## config.mk

```make
export PLATFORM = sky130hd
export DESIGN_NAME = decode_stage_pipelined_flat
export DESIGN_NICKNAME = d
export VERILOG_FILES = /design/src/rtl/decode_stage_pipelined_if.sv /design/src/rtl/decode_stage_pipelined.sv /design/src/flat_wrapper.sv
export SDC_FILE = /design/constraint.sdc
export NUM_CORES = 2
export LEC_CHECK = 0
export BUFFER_PORTS_ARGS = -buffer_cell sky130_fd_sc_hd__buf_4
export CAP_MARGIN = 20
export CORE_ASPECT_RATIO = 1.4
export CORE_MARGIN = 2
export CORE_UTILIZATION = 60
export CTS_CLUSTER_SIZE = 14
export DETAILED_ROUTE_END_ITERATION = 10
export PLACE_DENSITY = 0.77
export SLEW_MARGIN = 20
export SYNTH_ARGS = -nofsm -noshare
export SYNTH_HDL_FRONTEND = slang
export SYNTH_SLANG_ARGS = --single-unit
```

## constraint.sdc

```tcl
create_clock -name clock -period 3.6 [get_ports clock]
set_clock_uncertainty 0.15 [all_clocks]
set_input_delay 0.36 -clock clock [delete_from_list [all_inputs] [get_ports clock]]
set_output_delay 0.36 -clock clock [all_outputs]
set_load 0.02 [all_outputs]
```

## src/rtl/decode_stage_pipelined_if.sv

```systemverilog
// rtl/decode_stage_pipelined_if.sv - handshake and bus bundle for the pipelined decode stage
//
// Groups fetch-side input, writeback port and execute-side output of the
// decode stage. The slave modport is the decode stage; the master modport is
// whatever drives it (fetch, writeback and execute combined).
//   in_valid/in_ready/fetched_instruction : fetch handshake
//   flush                                 : squash held slot and incoming instruction
//   RegWrite/write_register_index/write_data : writeback port
//   out_valid/out_ready                   : execute handshake
//   opcode/rs/rt/rd/funct/read_data_1/read_data_2/extended_immediate : decoded slot
interface decode_stage_pipelined_if #(
  parameter int DATA_WIDTH = 32,
  parameter int IDX_W      = 5
);
  logic                  in_valid;
  logic                  in_ready;
  logic [31:0]           fetched_instruction;
  logic                  flush;
  logic                  RegWrite;
  logic [IDX_W-1:0]      write_register_index;
  logic [DATA_WIDTH-1:0] write_data;
  logic                  out_valid;
  logic                  out_ready;
  logic [5:0]            opcode;
  logic [IDX_W-1:0]      rs;
  logic [IDX_W-1:0]      rt;
  logic [IDX_W-1:0]      rd;
  logic [5:0]            funct;
  logic [DATA_WIDTH-1:0] read_data_1;
  logic [DATA_WIDTH-1:0] read_data_2;
  logic [DATA_WIDTH-1:0] extended_immediate;

  modport slave (
    input  in_valid, fetched_instruction, flush, RegWrite, write_register_index,
           write_data, out_ready,
    output in_ready, out_valid, opcode, rs, rt, rd, funct, read_data_1, read_data_2,
           extended_immediate
  );

  modport master (
    output in_valid, fetched_instruction, flush, RegWrite, write_register_index,
           write_data, out_ready,
    input  in_ready, out_valid, opcode, rs, rt, rd, funct, read_data_1, read_data_2,
           extended_immediate
  );
endinterface

```

## src/rtl/decode_stage_pipelined.sv

```systemverilog
// rtl/decode_stage_pipelined.sv - MIPS decode stage with register file and one-entry output slot
//
// Splits the fetched instruction into fields, reads rs/rt from an internal
// register file (with write-read bypass) and extends the immediate. Results
// are held in a single registered slot with valid/ready on both sides.
//   clock   : rising-edge clock
//   reset_n : asynchronous active-low reset
//   bus     : decode_stage_pipelined_if slave (fetch, writeback, execute sides)
module decode_stage_pipelined #(
  parameter int DATA_WIDTH         = 32,
  parameter int REG_COUNT          = 32,
  parameter int ZERO_REG_HARDWIRED = 1
) (
  input logic                     clock,
  input logic                     reset_n,
  decode_stage_pipelined_if.slave bus
);
  localparam int IDX_W = $clog2(REG_COUNT);

  typedef logic [DATA_WIDTH-1:0] data_t;
  typedef logic [IDX_W-1:0]      idx_t;

  data_t      regs_q [REG_COUNT];
  data_t      regs_d [REG_COUNT];

  logic       out_valid_q, out_valid_d;
  logic [5:0] opcode_q, opcode_d;
  idx_t       rs_q, rs_d;
  idx_t       rt_q, rt_d;
  idx_t       rd_q, rd_d;
  logic [5:0] funct_q, funct_d;
  data_t      rd1_q, rd1_d;
  data_t      rd2_q, rd2_d;
  data_t      imm_q, imm_d;

  logic       accept;
  logic       wr_en;
  idx_t       in_rs, in_rt, in_rd;
  logic [15:0] imm16;
  data_t      in_rd1, in_rd2, in_imm;
  logic       unused_instr_bits;

  // shamt and index bits above IDX_W are intentionally ignored
  assign unused_instr_bits = ^bus.fetched_instruction;

  assign in_rs = bus.fetched_instruction[21 +: IDX_W];
  assign in_rt = bus.fetched_instruction[16 +: IDX_W];
  assign in_rd = bus.fetched_instruction[11 +: IDX_W];
  assign imm16 = bus.fetched_instruction[15:0];

  // A write to the hardwired zero register is treated as no write at all,
  // so it neither commits, bypasses nor patches.
  assign wr_en = bus.RegWrite &&
                 !((ZERO_REG_HARDWIRED != 0) && (bus.write_register_index == '0));

  assign bus.in_ready = !out_valid_q || bus.out_ready;
  assign accept       = bus.in_valid && bus.in_ready && !bus.flush;

  // Register file write
  always_comb begin
    regs_d = regs_q;
    if (wr_en) regs_d[bus.write_register_index] = bus.write_data;
  end

  // Operand reads with same-cycle writeback bypass
  always_comb begin
    in_rd1 = regs_q[in_rs];
    if ((ZERO_REG_HARDWIRED != 0) && (in_rs == '0)) in_rd1 = '0;
    else if (wr_en && (bus.write_register_index == in_rs)) in_rd1 = bus.write_data;
  end

  always_comb begin
    in_rd2 = regs_q[in_rt];
    if ((ZERO_REG_HARDWIRED != 0) && (in_rt == '0)) in_rd2 = '0;
    else if (wr_en && (bus.write_register_index == in_rt)) in_rd2 = bus.write_data;
  end

  // Immediate extension; the lui form is a 32-bit value cast to DATA_WIDTH
  always_comb begin
    case (bus.fetched_instruction[31:26])
      6'h0C, 6'h0D, 6'h0E: in_imm = data_t'(imm16);
      6'h0F:               in_imm = data_t'({imm16, 16'h0000});
      default:             in_imm = data_t'($signed(imm16));
    endcase
  end

  // Output slot
  always_comb begin
    out_valid_d = out_valid_q;
    opcode_d    = opcode_q;
    rs_d        = rs_q;
    rt_d        = rt_q;
    rd_d        = rd_q;
    funct_d     = funct_q;
    rd1_d       = rd1_q;
    rd2_d       = rd2_q;
    imm_d       = imm_q;

    if (bus.flush)          out_valid_d = 1'b0;
    else if (accept)        out_valid_d = 1'b1;
    else if (bus.out_ready) out_valid_d = 1'b0;

    if (accept) begin
      opcode_d = bus.fetched_instruction[31:26];
      rs_d     = in_rs;
      rt_d     = in_rt;
      rd_d     = in_rd;
      funct_d  = bus.fetched_instruction[5:0];
      rd1_d    = in_rd1;
      rd2_d    = in_rd2;
      imm_d    = in_imm;
    end else if (out_valid_q) begin
      // Keep a held slot coherent with writebacks that land after it was read
      if (wr_en && (bus.write_register_index == rs_q)) rd1_d = bus.write_data;
      if (wr_en && (bus.write_register_index == rt_q)) rd2_d = bus.write_data;
    end
  end

  always_ff @(posedge clock or negedge reset_n) begin
    if (!reset_n) begin
      for (int i = 0; i < REG_COUNT; i++) regs_q[i] <= '0;
      out_valid_q <= 1'b0;
      opcode_q    <= '0;
      rs_q        <= '0;
      rt_q        <= '0;
      rd_q        <= '0;
      funct_q     <= '0;
      rd1_q       <= '0;
      rd2_q       <= '0;
      imm_q       <= '0;
    end else begin
      regs_q      <= regs_d;
      out_valid_q <= out_valid_d;
      opcode_q    <= opcode_d;
      rs_q        <= rs_d;
      rt_q        <= rt_d;
      rd_q        <= rd_d;
      funct_q     <= funct_d;
      rd1_q       <= rd1_d;
      rd2_q       <= rd2_d;
      imm_q       <= imm_d;
    end
  end

  assign bus.out_valid          = out_valid_q;
  assign bus.opcode             = opcode_q;
  assign bus.rs                 = rs_q;
  assign bus.rt                 = rt_q;
  assign bus.rd                 = rd_q;
  assign bus.funct              = funct_q;
  assign bus.read_data_1        = rd1_q;
  assign bus.read_data_2        = rd2_q;
  assign bus.extended_immediate = imm_q;
endmodule

```

## src/flat_wrapper.sv

```systemverilog
// flat-port wrapper written by rule: the top's interface ports become plain ports
module decode_stage_pipelined_flat 
#(
  parameter int DATA_WIDTH         = 32,
  parameter int REG_COUNT          = 32,
  parameter int ZERO_REG_HARDWIRED = 1
)
  (clock, reset_n, bus_in_valid, bus_fetched_instruction, bus_flush, bus_RegWrite, bus_write_register_index, bus_write_data, bus_out_ready, bus_in_ready, bus_out_valid, bus_opcode, bus_rs, bus_rt, bus_rd, bus_funct, bus_read_data_1, bus_read_data_2, bus_extended_immediate);
  decode_stage_pipelined_if #(.DATA_WIDTH(DATA_WIDTH), .IDX_W(5)) bus_i ();
  input logic clock;
  input logic reset_n;
  input wire logic [$bits(bus_i.in_valid)-1:0] bus_in_valid;
  input wire logic [$bits(bus_i.fetched_instruction)-1:0] bus_fetched_instruction;
  input wire logic [$bits(bus_i.flush)-1:0] bus_flush;
  input wire logic [$bits(bus_i.RegWrite)-1:0] bus_RegWrite;
  input wire logic [$bits(bus_i.write_register_index)-1:0] bus_write_register_index;
  input wire logic [$bits(bus_i.write_data)-1:0] bus_write_data;
  input wire logic [$bits(bus_i.out_ready)-1:0] bus_out_ready;
  output wire logic [$bits(bus_i.in_ready)-1:0] bus_in_ready;
  output wire logic [$bits(bus_i.out_valid)-1:0] bus_out_valid;
  output wire logic [$bits(bus_i.opcode)-1:0] bus_opcode;
  output wire logic [$bits(bus_i.rs)-1:0] bus_rs;
  output wire logic [$bits(bus_i.rt)-1:0] bus_rt;
  output wire logic [$bits(bus_i.rd)-1:0] bus_rd;
  output wire logic [$bits(bus_i.funct)-1:0] bus_funct;
  output wire logic [$bits(bus_i.read_data_1)-1:0] bus_read_data_1;
  output wire logic [$bits(bus_i.read_data_2)-1:0] bus_read_data_2;
  output wire logic [$bits(bus_i.extended_immediate)-1:0] bus_extended_immediate;
  assign bus_i.in_valid = bus_in_valid;
  assign bus_i.fetched_instruction = bus_fetched_instruction;
  assign bus_i.flush = bus_flush;
  assign bus_i.RegWrite = bus_RegWrite;
  assign bus_i.write_register_index = bus_write_register_index;
  assign bus_i.write_data = bus_write_data;
  assign bus_i.out_ready = bus_out_ready;
  assign bus_in_ready = bus_i.in_ready;
  assign bus_out_valid = bus_i.out_valid;
  assign bus_opcode = bus_i.opcode;
  assign bus_rs = bus_i.rs;
  assign bus_rt = bus_i.rt;
  assign bus_rd = bus_i.rd;
  assign bus_funct = bus_i.funct;
  assign bus_read_data_1 = bus_i.read_data_1;
  assign bus_read_data_2 = bus_i.read_data_2;
  assign bus_extended_immediate = bus_i.extended_immediate;
  decode_stage_pipelined #(.DATA_WIDTH(DATA_WIDTH), .REG_COUNT(REG_COUNT), .ZERO_REG_HARDWIRED(ZERO_REG_HARDWIRED)) u_core (.clock(clock), .reset_n(reset_n), .bus(bus_i));
endmodule
```

[Word-level counts from Yosys, hierarchy flattened]
Cells that the tools add are included.
Cells by class
  order comparisons: 4
  equal/unequal tests: 8
  muxes and demuxes: 23
  bitwise operators: 3
  reductions and logical operators: 22
Operators by type and width (count)
  1024-bit bitwise mux: 1
  32-bit 2-to-1 mux: 15
  32-bit binary-select mux with 5-bit select: 2
  32-bit demux with 5-bit select: 1
  32-bit case mux with 2 select lines: 1
  6-bit by 4-bit == test with 1-bit output, second input constant: 4
  5-bit == test: 4
  6-bit >= comparator, second input constant: 3
  5-bit NOT with 6-bit output: 3
  5-bit logical NOT: 3
  1-bit logical AND: 8
  6-bit by 1-bit less-than comparator with 1-bit output, second input constant: 1
  2-bit nonzero test: 3
  2-bit AND reduction: 2
  1-bit logical NOT: 3
  1-bit 2-to-1 mux: 3
  3-bit nonzero test: 1
  3-bit OR reduction: 1
  1-bit logical OR: 1
Storage, ports and cells
  bits in registers: 1148
  bits of input ports: 75
  output and inout bits: 125
  logic and storage cells: 101

[Longest topological paths before layout]
  depth in word-level cells: 7
  depth in mapped cells: 9
  depth with buffers taken out: 6

[Worst setup path after synthesis]
OpenSTA, ideal clock, no wires.
  path type: input port to flip-flop
  start point: input bus_fetched_instruction[16]
  end point: register u_core.rd2_q[0] (netlist: u_core.bus.read_data_2[0])
  setup time: 0.137 ns
  arrival time: 2.036 ns
  data required time: 3.313 ns
  setup slack: 1.277 ns
  cell stages on the path: 8
  path buffers: 3
  cells stage by stage: buf_2 -> buf_2 -> buf_2 -> mux4_2 -> a22oi_1 -> o21ai_0 -> nand2_1 -> o2111ai_1
On the way
  longest elaborated chain between the ends: 7
  elaborated cells between the ends (all ways): 10
  classes of those cells: eq/ne: 1; mux: 6; bitwise: 1; reduce/logical: 2
RTL lines
  start: declaration: RTL line flat_wrapper.sv:13  | input wire logic [$bits(bus_i.fetched_instruction)-1:0] bus_fetched_instruction;
  5-bit NOT with 6-bit output (not written as such): RTL line decode_stage_pipelined.sv:73  | in_rd2 = regs_q[in_rt];
  32-bit binary-select mux with 5-bit select: RTL line decode_stage_pipelined.sv:73
  32-bit 2-to-1 mux (not written as such) (2 in series): RTL line decode_stage_pipelined.sv:73
  32-bit 2-to-1 mux: RTL line decode_stage_pipelined.sv:75  | else if (wr_en && (bus.write_register_index == in_rt)) in_rd2 = bus.write_data;
  32-bit 2-to-1 mux (*): RTL line decode_stage_pipelined.sv:74  | if ((ZERO_REG_HARDWIRED != 0) && (in_rt == '0)) in_rd2 = '0;
  32-bit 2-to-1 mux (*): RTL line decode_stage_pipelined.sv:103  | if (accept) begin
  end signal: assignment: RTL line decode_stage_pipelined.sv:140  | rd2_q <= rd2_d;
  end: declaration: RTL line decode_stage_pipelined.sv:33  | data_t rd2_q, rd2_d;
Mark *: on every way between the ends. The rest lies on a longest branch, timed or not. The select of a mux whose other input is x is not followed.
A chain may end at the register's enable or synchronous reset.

[Worst setup path after layout]
  start point: register u_core.out_valid_q (netlist: u_core.bus.out_valid)
  end point: register u_core.rd1_q[13] (netlist: u_core.bus.read_data_1[13])
On the way
  longest elaborated chain between the ends: 6
  elaborated cells between the ends (all ways): 8
  classes of those cells: mux: 1; reduce/logical: 7
RTL lines
  start: declaration: RTL line decode_stage_pipelined.sv:26  | logic out_valid_q, out_valid_d;
  start signal: assignment: RTL line decode_stage_pipelined.sv:133  | out_valid_q <= out_valid_d;
  1-bit logical NOT: RTL line decode_stage_pipelined.sv:56  | assign bus.in_ready = !out_valid_q || bus.out_ready;
  1-bit logical OR: RTL line decode_stage_pipelined.sv:56
  1-bit logical AND (2 in series): RTL line decode_stage_pipelined.sv:57  | assign accept = bus.in_valid && bus.in_ready && !bus.flush;
  2-bit nonzero test (no source line)
  2-bit AND reduction (no source line)
  end signal: assignment: RTL line decode_stage_pipelined.sv:139  | rd1_q <= rd1_d;
  end: declaration: RTL line decode_stage_pipelined.sv:32  | data_t rd1_q, rd1_d;
Several ways; a longest one is shown, not always the timed one.

==> run_results.csv <==
group,metric,value,unit
status,outcome,"complete, no violations",
synth,edff_count_synth,0,
route,detail_route.iter0.violations,5218,
grt,track_usage,0.3722,
synth,yosys_warnings,0,
placed_design,detailedPlace.worstSlack,0.7826,ns
grt,grt_antenna_before_repair,7,
setup_path,worst-path-max-fanout,14,
clocking,cts_hold_buf,64,
timing,finalHoldViolations,0,
synth,synth.cell_area,58060,um^2
timing,minimum_clock_period,2.741,ns
placed_design,finalWeightedCongestion,0.8718,
job,drv.max_cap_violation_count,0,
final_layout,final_nets,4587,
power_and_ir_drop,power.combinational.fraction,0.206,
final_layout,final_util,0.6770,
floorplan,core_region_area,96280,um^2
final_layout,fillCellCount,6620,
power_and_ir_drop,pwr-share-seq,0.473,
clocking,cts_tree,"yes",
timing,final-setup-viol-count,0,
grt,first_pass_grt_wire_length,272400,um
route,viasPerCell,7.166,
grt,global_route.peak_usage_layer,"met2",
synth,synth.ff_latch_count,1148,
route,route.vias.total,41830,
clocking,clock_insertion_delay_worst_skew,0.73,ns
clocking,cts_repair_resize_count,0,
clocking,cts-root-buf,"sky130_fd_sc_hd__clkbuf_16",
final_layout,syn_to_final_growth,12.28,%
setup_path,setup.worst_path.end_class,"flip-flop",
final_layout,drive_above_1_share,0.3493,
setup_path,crit_arrival,3.15,ns
grt,first_global_vias,43150,
setup_path,worst_setup_path_start_kind,"flip-flop",
timing,grt_setup_unrepaired,"no",
timing,whs,0.05761,ns
grt,grt_max_degree,103,
synth,syn-num-nets,4557,
timing,final_period_utilization,0.7614,
route,drtPass1Iterations,6,
final_layout,postLayoutCellArea,65190,um^2
synth,synth.distinct_cells,50,
power_and_ir_drop,switchingPower,10580,uW
placed_design,placement.io_buffers,199,
clocking,tritoncts.num_buffers,109,
final_layout,commonest_cells_after_routing_fill_and_taps_aside,"1148 x sky130_fd_sc_hd__dfrtp_1, 738 x sky130_fd_sc_hd__nand2_1, 611 x sky130_fd_sc_hd__o21ai_0",
power_and_ir_drop,irDropWorstVdd,0.4365,mV
synth,ys_seq_area_frac,0.4948,
synth,synthesis.instances,4482,
timing,postLayoutSetupSlackWorst,0.8591,ns
timing,fmax,364.8,MHz
clocking,cts.sinks,1148,
power_and_ir_drop,power_leakage,0.02835,uW
timing,relSlewSlack,0.2733,
grt,met1_track_usage_gr,0.4615,
floorplan,die_h,372.1,um
floorplan,placementRows,135,
grt,overflow,0,
timing,setup_total_negative_slack,0,ns
route,drc_errors,0,
clocking,cts_post_setup_buffers_inserted,0,
setup_path,crit_type,"flip-flop to flip-flop",
placed_design,dp.final_hpwl,110000,um
synth,ys_async_sr_fraction,1.000,
floorplan,floorplan.initialDensity,0.6030,
placed_design,postPlaceCellArea,60930,um^2
worst_hold_path,hold_class,"input pin to flip-flop",
clocking,clk_path_buf_depth,3,
power_and_ir_drop,power_density,562.0,nW/um^2
timing,slew_viol_final,0,
floorplan,die_footprint,99300,um^2
floorplan,io_pins,200,
synth,synth_ff_type,"sky130_fd_sc_hd__dfrtp_1",
route,route.final.wire_length,180700,um
final_layout,final_common_cell,"sky130_fd_sc_hd__dfrtp_1",
power_and_ir_drop,p_sw_frac,0.2888,
floorplan,die_w,266.9,um
power_and_ir_drop,p_clk_frac,0.321,
timing,worst-slew-pin-transition,1.090,ns
synth,syn-mean-instance-area,12.95,um^2
grt,met2_capacity_usage_during_global_routing,0.5922,
clocking,htree_levels,3,
setup_path,required_worst_endpoint,4.01,ns
grt,met3_routing_resource_usage_after_global_routing,0.08291,
route,ant_nets,0,
route,route.detailed.wl_per_inst,30.96,um
power_and_ir_drop,internal-power,26050,uW
clocking,clk_pin_slew_worst_paths,0.07,ns
==> stage by stage <==
| stage | cells | total power [uW] |
|---|---|---|
| floorplan | 4482 | 22060 |
| global route | 5835 | 38010 |
| finish | 5837 | 36630 |
| CTS | 5833 | 36590 |
| global placement | 5570 | 24400 |
| detailed placement | 5570 | 24870 |
==> layer usage <==
layer | vias up | part of all wire
li1 | 16650 | -
met1 | 21700 | 0.34
met2 | 2698 | 0.48
met3 | 774 | 0.097
met4 | 8 | 0.075
met5 | - | 0.00028
==> final cells by class <==
type,count,area (um^2),share of cell area
flip-flops and latches,1148,28730,0.4407
clock inverters,44,446.7,0.006852
multi-input cells,2812,27250,0.4181
inverters,30,112.6,0.001728
clock buffers,155,3153,0.04837
well taps,1233,1543,0.02367
repair buffers,411,3938,0.06041
diodes,4,10.01,0.0001536
==> cell usage after synthesis, types with 2 or more instances <==
cell / instances / area share
sky130_fd_sc_hd__a211oi_1: 2 / 0.00026
sky130_fd_sc_hd__nor2_1: 21 / 0.0014
sky130_fd_sc_hd__nand2b_1: 3 / 0.00032
sky130_fd_sc_hd__buf_1: 38 / 0.0025
sky130_fd_sc_hd__a221oi_1: 4 / 0.00060
sky130_fd_sc_hd__nand4b_1: 4 / 0.00060
sky130_fd_sc_hd__nor2_2: 2 / 0.00022
sky130_fd_sc_hd__a21oi_1: 3 / 0.00026
sky130_fd_sc_hd__o2111ai_1: 18 / 0.0027
sky130_fd_sc_hd__a32oi_1: 27 / 0.0041
sky130_fd_sc_hd__mux4_2: 552 / 0.21
sky130_fd_sc_hd__and2_1: 2 / 0.00022
sky130_fd_sc_hd__nand3_1: 16 / 0.0014
sky130_fd_sc_hd__buf_4: 15 / 0.0019
sky130_fd_sc_hd__nand2_1: 754 / 0.049
sky130_fd_sc_hd__o211ai_1: 55 / 0.0071
sky130_fd_sc_hd__or4_1: 3 / 0.00039
sky130_fd_sc_hd__buf_2: 124 / 0.011
sky130_fd_sc_hd__o221ai_1: 4 / 0.00060
sky130_fd_sc_hd__clkbuf_1: 299 / 0.019
sky130_fd_sc_hd__nor3_2: 2 / 0.00034
sky130_fd_sc_hd__nand4_1: 5 / 0.00054
sky130_fd_sc_hd__and3_1: 3 / 0.00032
sky130_fd_sc_hd__o22ai_1: 5 / 0.00054
sky130_fd_sc_hd__xor2_1: 14 / 0.0021
sky130_fd_sc_hd__dfrtp_1: 1148 / 0.49
sky130_fd_sc_hd__nor3b_1: 3 / 0.00039
sky130_fd_sc_hd__a22o_1: 4 / 0.00060
sky130_fd_sc_hd__o21ai_0: 611 / 0.053
sky130_fd_sc_hd__buf_6: 15 / 0.0029
sky130_fd_sc_hd__a22oi_1: 82 / 0.011
sky130_fd_sc_hd__mux2_2: 483 / 0.094
sky130_fd_sc_hd__o21a_1: 2 / 0.00026
sky130_fd_sc_hd__a211o_1: 6 / 0.00091
sky130_fd_sc_hd__nor4_1: 2 / 0.00022
sky130_fd_sc_hd__inv_1: 30 / 0.0019
sky130_fd_sc_hd__nand3b_1: 6 / 0.00078
sky130_fd_sc_hd__xnor2_1: 6 / 0.00091
sky130_fd_sc_hd__mux2i_1: 87 / 0.015
sky130_fd_sc_hd__nor2b_1: 12 / 0.0013
==> registers in the layout, indices dropped and copies added (netlist names), 6 cells and up <==
name                           count
u_core.regs_q                   1024
u_core.bus.read_data_1            32
u_core.bus.read_data_2            32
u_core.bus.funct                   6
u_core.bus.extended_immediate     32
u_core.bus.opcode                  6
==> final timing paths <==
kind	endpoint	slack, ns	cells past startpoint	startpoint
max	u_core.bus.read_data_1[13]$_DFFE_PN0P_	0.86	6	u_core.bus.out_valid$_DFFE_PN0P_
min	u_core.bus.rt[3]$_DFFE_PN0N_	0.06	5	bus_out_ready
max reg2reg	u_core.bus.read_data_1[13]$_DFFE_PN0P_	0.86	6	u_core.bus.out_valid$_DFFE_PN0P_
min reg2reg	u_core.regs_q[1017]$_DFFE_PN0P_	0.25	0	u_core.regs_q[1017]$_DFFE_PN0P_
max in group asynchronous	u_core.regs_q[377]$_DFFE_PN0P_	2.10	3	reset_n
min in group asynchronous	u_core.regs_q[127]$_DFFE_PN0P_	0.08	2	reset_n
==> power groups by stage <==
stage	logic, uW	clock network (uW)	registers (uW)
floorplan	5050	0	17000
global placement	7140	0	17300
detailed placement	7420	0	17400
CTS	7530	11800	17200
global route	8110	12400	17500
finish	7540	11700	17300
==> critical path: stages, from the launching register on <==
cell and delay (ns):
sky130_fd_sc_hd__dfrtp_1 0.42, sky130_fd_sc_hd__nor2b_1 0.19, sky130_fd_sc_hd__nor2_2 0.47, sky130_fd_sc_hd__nor3_2 0.21
sky130_fd_sc_hd__nor2_4 0.56, sky130_fd_sc_hd__buf_4 0.39, sky130_fd_sc_hd__o211ai_1 0.14
==> logic make-up after synthesis <==
logic type             count (synthesis)  synth area share
AND/OR/NAND/NOR                      844           0.05832
buffers and inverters                522           0.03935
AO/OA/AOI/OAI                        826           0.08166
XOR/XNOR                              20          0.003017
flip-flops                          1148            0.4948
multiplexers                        1122            0.3228
Power figures use the tool's default switching activity.
